===== config.mk =====
export PLATFORM = sky130hd
export DESIGN_NAME = control_unit
export DESIGN_NICKNAME = d
export VERILOG_FILES = /design/src/rtl/control_unit.sv
export SDC_FILE = /design/constraint.sdc
export NUM_CORES = 1
export LEC_CHECK = 0
export ABC_CLOCK_PERIOD_IN_PS = 1600
export CELL_PAD_IN_SITES_DETAIL_PLACEMENT = 0
export CELL_PAD_IN_SITES_GLOBAL_PLACEMENT = 2
export CORE_MARGIN = 2
export CORE_UTILIZATION = 18
export DETAILED_ROUTE_END_ITERATION = 7
export PLACE_DENSITY_LB_ADDON = 0.1
export SYNTH_ARGS = -nofsm -noshare
export SYNTH_HDL_FRONTEND = slang
export SYNTH_SLANG_ARGS = --single-unit

===== constraint.sdc =====
create_clock -name clk -period 1.6 [get_ports clk]
set_input_delay 0.16 -clock clk [delete_from_list [all_inputs] [get_ports clk]]
set_output_delay 0.16 -clock clk [all_outputs]
set_load 0.005 [all_outputs]

===== src/rtl/control_unit.sv =====
// Multi-cycle fetch/decode/execute control FSM driving datapath strobes and alu_op.
// Optional feature: define CU_DIV_EN to enable the DIV opcode (0x4); otherwise 0x4 is illegal.
module control_unit #(
   parameter int MUL_CYCLES = 1,
   parameter int DIV_CYCLES = 2
) (
   input  logic       clk,
   input  logic       rst,
   input  logic       start,
   input  logic [7:0] ir,
   input  logic       z,
   output logic [2:0] alu_op,
   output logic [3:0] bus_sel,
   output logic       iram_re,
   output logic       ir_load,
   output logic       pc_inc,
   output logic       pc_load,
   output logic       ac_load,
   output logic       dram_re,
   output logic       dram_we,
   output logic       illegal,
   output logic       done,
   output logic [2:0] state_dbg
);

   // Handshake: start is a level sampled on the rising edge and acted on only in IDLE;
   // every strobe is a Moore output of (state, ir), so none depends on start combinationally.

   typedef enum logic [2:0] {
      S_IDLE   = 3'd0,
      S_FETCH1 = 3'd1,
      S_FETCH2 = 3'd2,
      S_DECODE = 3'd3,
      S_EXEC   = 3'd4,
      S_MEM1   = 3'd5,
      S_MEM2   = 3'd6,
      S_HALT   = 3'd7
   } state_t;

   localparam logic [3:0] OP_NOP   = 4'h0;
   localparam logic [3:0] OP_ADD   = 4'h1;
   localparam logic [3:0] OP_SUB   = 4'h2;
   localparam logic [3:0] OP_MUL   = 4'h3;
   localparam logic [3:0] OP_DIV   = 4'h4;
   localparam logic [3:0] OP_MOV   = 4'h5;
   localparam logic [3:0] OP_LDM   = 4'h6;
   localparam logic [3:0] OP_STM   = 4'h7;
   localparam logic [3:0] OP_JMP   = 4'h8;
   localparam logic [3:0] OP_JMPZ  = 4'h9;
   localparam logic [3:0] OP_JMPNZ = 4'hA;
   localparam logic [3:0] OP_END   = 4'hF;

   localparam logic [2:0] ALU_ADD  = 3'd0;
   localparam logic [2:0] ALU_SUB  = 3'd1;
   localparam logic [2:0] ALU_MUL  = 3'd2;
   localparam logic [2:0] ALU_DIV  = 3'd3;
   localparam logic [2:0] ALU_PASS = 3'd4;

   // Out-of-range cycle counts fall back to a single EXEC cycle.
   localparam logic [3:0] MUL_LAST = (MUL_CYCLES >= 1 && MUL_CYCLES <= 15) ?
                                     4'(MUL_CYCLES - 1) : 4'd0;
`ifdef CU_DIV_EN
   localparam logic [3:0] DIV_LAST = (DIV_CYCLES >= 1 && DIV_CYCLES <= 15) ?
                                     4'(DIV_CYCLES - 1) : 4'd0;
`endif

   state_t     state, state_nxt;
   logic [3:0] cnt, cnt_nxt;
   logic       zflag;

   logic [3:0] opcode;
   logic [3:0] operand;
   logic       op_legal;
   logic       op_alu;
   logic [2:0] alu_code;
   logic [3:0] exec_last;

   assign opcode    = ir[7:4];
   assign operand   = ir[3:0];
   assign state_dbg = state;

   // Opcode classification, shared by DECODE dispatch and EXEC strobes.
   always_comb begin
      op_legal  = 1'b1;
      op_alu    = 1'b0;
      alu_code  = ALU_ADD;
      exec_last = 4'd0;
      case (opcode)
         OP_ADD: begin
            op_alu   = 1'b1;
            alu_code = ALU_ADD;
         end
         OP_SUB: begin
            op_alu   = 1'b1;
            alu_code = ALU_SUB;
         end
         OP_MUL: begin
            op_alu    = 1'b1;
            alu_code  = ALU_MUL;
            exec_last = MUL_LAST;
         end
`ifdef CU_DIV_EN
         OP_DIV: begin
            op_alu    = 1'b1;
            alu_code  = ALU_DIV;
            exec_last = DIV_LAST;
         end
`else
         OP_DIV: op_legal = 1'b0;
`endif
         OP_MOV: begin
            op_alu   = 1'b1;
            alu_code = ALU_PASS;
         end
         OP_NOP, OP_LDM, OP_STM, OP_JMP, OP_JMPZ, OP_JMPNZ, OP_END: op_legal = 1'b1;
         default: op_legal = 1'b0;
      endcase
   end

   always_ff @(posedge clk) begin
      if (rst) begin
         state <= S_IDLE;
         cnt   <= 4'd0;
         zflag <= 1'b0;
      end else begin
         state <= state_nxt;
         cnt   <= cnt_nxt;
         if (ac_load)
            zflag <= z;
      end
   end

   always_comb begin
      state_nxt = state;
      cnt_nxt   = cnt;
      alu_op    = ALU_ADD;
      bus_sel   = 4'd0;
      iram_re   = 1'b0;
      ir_load   = 1'b0;
      pc_inc    = 1'b0;
      pc_load   = 1'b0;
      ac_load   = 1'b0;
      dram_re   = 1'b0;
      dram_we   = 1'b0;
      illegal   = 1'b0;
      done      = 1'b0;
      case (state)
         S_IDLE: begin
            if (start)
               state_nxt = S_FETCH1;
         end
         S_FETCH1: begin
            iram_re   = 1'b1;
            state_nxt = S_FETCH2;
         end
         S_FETCH2: begin
            ir_load   = 1'b1;
            pc_inc    = 1'b1;
            state_nxt = S_DECODE;
         end
         S_DECODE: begin
            cnt_nxt = exec_last;
            if (!op_legal) begin
               illegal   = 1'b1;
               state_nxt = S_FETCH1;
            end else begin
               case (opcode)
                  OP_NOP:  state_nxt = S_FETCH1;
                  OP_LDM:  state_nxt = S_MEM1;
                  OP_END:  state_nxt = S_HALT;
                  default: state_nxt = S_EXEC;
               endcase
            end
         end
         S_EXEC: begin
            bus_sel = operand;
            if (op_alu) begin
               alu_op  = alu_code;
               ac_load = (cnt == 4'd0);
            end
            case (opcode)
               OP_STM:   dram_we = 1'b1;
               OP_JMP:   pc_load = 1'b1;
               OP_JMPZ:  pc_load = zflag;
               OP_JMPNZ: pc_load = ~zflag;
               default:  ;
            endcase
            if (cnt == 4'd0)
               state_nxt = S_FETCH1;
            else
               cnt_nxt = cnt - 4'd1;
         end
         S_MEM1: begin
            dram_re   = 1'b1;
            bus_sel   = operand;
            state_nxt = S_MEM2;
         end
         S_MEM2: begin
            alu_op    = ALU_PASS;
            ac_load   = 1'b1;
            state_nxt = S_FETCH1;
         end
         S_HALT: begin
            done = 1'b1;
         end
         default: state_nxt = S_IDLE;
      endcase
   end

endmodule

==> results.cfg <==
[sta]
hold_viol = 0
finalWorstSetupSlack_ns = -0.219
rsz0062_at_grt = yes
fin_tns_setup_ns = -0.659
finalCritPeriodShare_pct = 114
clock.fmax_ghz = 0.550
min_period_ns = 1.82
tightest_slew_ns = 0.356
setup_viol = 6
slew-limit-headroom_pct = 76.2
clock_skew_ns = 0.00158
maxSlewViolCount = 0

[synth]
synth_area_leaders = dfxtp_1 (25%), nor2_1 (5.8%), inv_1 (4.7%)
yosysUniqueCellTypes = 34
async_reset_ff_share_pct = 0
synth_sequential_area_ratio_pct = 24.9
synth-seq-cells = 8
yosysWarnings = 0
avgSynthCellArea_um2 = 7.39
synth_area_um2 = 643
synth_cells = 87
synth-edff-count = 0
synthTopCellsByCount = nor2_1 (10), dfxtp_1 (8), inv_1 (8)
ys.flop_type = dfxtp_1
synth_area_leader_cell = dfxtp_1
post-synth-top-count-cell = nor2_1
synth_top_area_share_pct = 24.9
syn_nets = 101

[placed_design]
detailed_place_hpwl_um = 1740
dp_worst_setup_slack_ns = -0.576
portBuffers = 30
place_congestion = 0.839
placed_area_um2 = 1160

[finish]
post-route-cell-area_um2 = 1360
areaGrowthSynthToFinish_pct = 111
nets = 164
fin_util_pct = 40.1
diodes = 0
layout-drive-gt1-share_pct = 47.3

[clock_network]
clk_pin_slew_ns = 0.06
cts_made_buffers = 3
cts_buffer_depth = 2
clk-insertion-delay-late_ns = 0.25
cts_tree = built
clock_sinks = 8
cts-root-buf = clkbuf_4
h-tree-depth = 1
cts_hold_buffers = 0

[routing]
postRouteAntennaNets = 0
first_iter_violations = 30
wl_per_cell_um = 12.2
dr.pass1.iters = 4
num_vias = 854
drc = 0
routed_wl_um = 2360
vias_per_cell = 4.40

[pwr]
power_density_nw_per_um2 = 408
p_leak_nw = 0.613
worst_ir_drop_vdd_mv = 0.172

[setup_path]
r2r_setup_slack_ns = 0
cp_cell_sequence = or4b_4 -> a211oi_4 -> or2_4 -> buf_6
cp-start-kind = register
critPathMaxFanout = 4
cpPeakStageDelay_ns = 0.59
r2r-start = state_dbg[1]
slowest_stage = or4b_4
cp.required_ns = 1.44
worstRegToRegCells = 5
crit_arrival_ns = 1.66
critPathCaptureType = output port
r2r-end = zflag
worstSetupPathType = register to output port

[worst_hold_path]
worstHoldPathCells = 4
worstHoldStart = ir[5]
holdPathEnd = state_dbg[0]
hold_path.class = input port to register

[die]
die_height_um = 63.8
die-area_um2 = 4070
die_width_um = 63.8
initial_core_util_pct = 19.0
rows = 21
coreArea_um2 = 3390
ios = 31

[outcome]
status = complete, but fails checks
violations = setup timing

[job]
drv_cap = 0

[global_routing]
grt_max_degree = 12
grt_pass1_wl_um = 4080
grt_usage_pct = 12.9
grt_pass1_vias = 881
antenna_found_initial = 0
grt_overflow = 0
==> routing by layer <==
| metal | up-vias | part of all wire, % | GRT usage, % |
|---|---|---|---|
| met5 | - | 0 | 0 |
| met4 | 0 | 0.89 | 4.89 |
| met3 | 2 | 4.4 | 2.29 |
| met2 | 25 | 50 | 22.1 |
| met1 | 398 | 45 | 15.9 |
| li1 | 429 | - | - |
==> layout make-up <==
cell class              instances  area [um^2]
fillers                       354         2030
multi-input cells              66          551
repair buffers                 63          531
flip-flops and latches          8          166
well taps                      46         57.6
inverters                       8         30.0
clock buffers                   3         22.5
==> worst max-delay path: cells and delay by family, from the launching register on <==
kind	cells	cell delay [ns]
and+or+nand+nor	2	0.74
buffers and inverters	1	0.08
DFF	1	0.34
AOI/OAI and AO/OA	1	0.25
==> layout by cell type, fill, tap and decap left out, types with 3 or more instances in the layout <==
cell type and n:
dfxtp_1 3, buf_4 27, and2_1 4, buf_2 5, nand3b_1 3, nor2_1 9, buf_6 7, inv_1 6
clkdlybuf4s50_1 10, dlygate4sd2_1 11, dfxtp_2 5, nor3_1 3, nand2_1 5, clkbuf_4 3
==> power by group <==
part	switching (mW)	internal, mW	total (mW)	leakage (nW)
combinational	0.0821	0.0977	0.180	0.532
clock	0.0753	0.0863	0.162	0.0138
sequential	0.00606	0.207	0.213	0.0671
total	0.163	0.391	0.554	0.613
==> per-stage QoR <==
step                      power [mW]  std cells  hold slack [ns]
final                          0.554        194            0.473
after floorplan                0.276         87            0.222
after global routing           0.581        194            0.510
after detailed placement       0.385        183            0.518
after global placement         0.387        183            0.525
after CTS                      0.562        195            0.482
==> flip-flops by register name, summed over array words and instances (netlist names) <==
name and cells:
cnt 4, zflag 1, state_dbg 3
==> what timing repair did <==
action	in CTS	in global routing
endpoints found under the hold margin	0	0
gates resized for setup	73	8
endpoints found under the setup margin	18	10
buffers inserted	9	3
pin swaps	12	7
==> kinds of logic after synthesis <==
kind of cell / after synthesis / synth area share (%)
AND/OR/NAND/NOR: 43 / 37.9
AO/OA/AOI/OAI: 17 / 19.3
buffers and inverters: 13 / 8.37
flip-flops: 8 / 24.9
XOR/XNOR: 3 / 4.09
adder cells (fa/ha/maj): 3 / 5.45
==> how the worst max path moves through the flow <==
stage | startpoint | end | slack, ns | depth (start not counted)
2_1_floorplan | cnt[0] | zflag | 0.1 | 6
3_3_place_gp | ir[7] | ac_load | -0.55 | 5
3_5_place_dp | ir[7] | ac_load | -0.58 | 5
4_1_cts | cnt[1] | ac_load | -0.23 | 6
5_1_grt | state_dbg[1] | ac_load | -0.25 | 4
6_report | state_dbg[1] | ac_load | -0.22 | 4
Power figures use the tool's default switching activity.
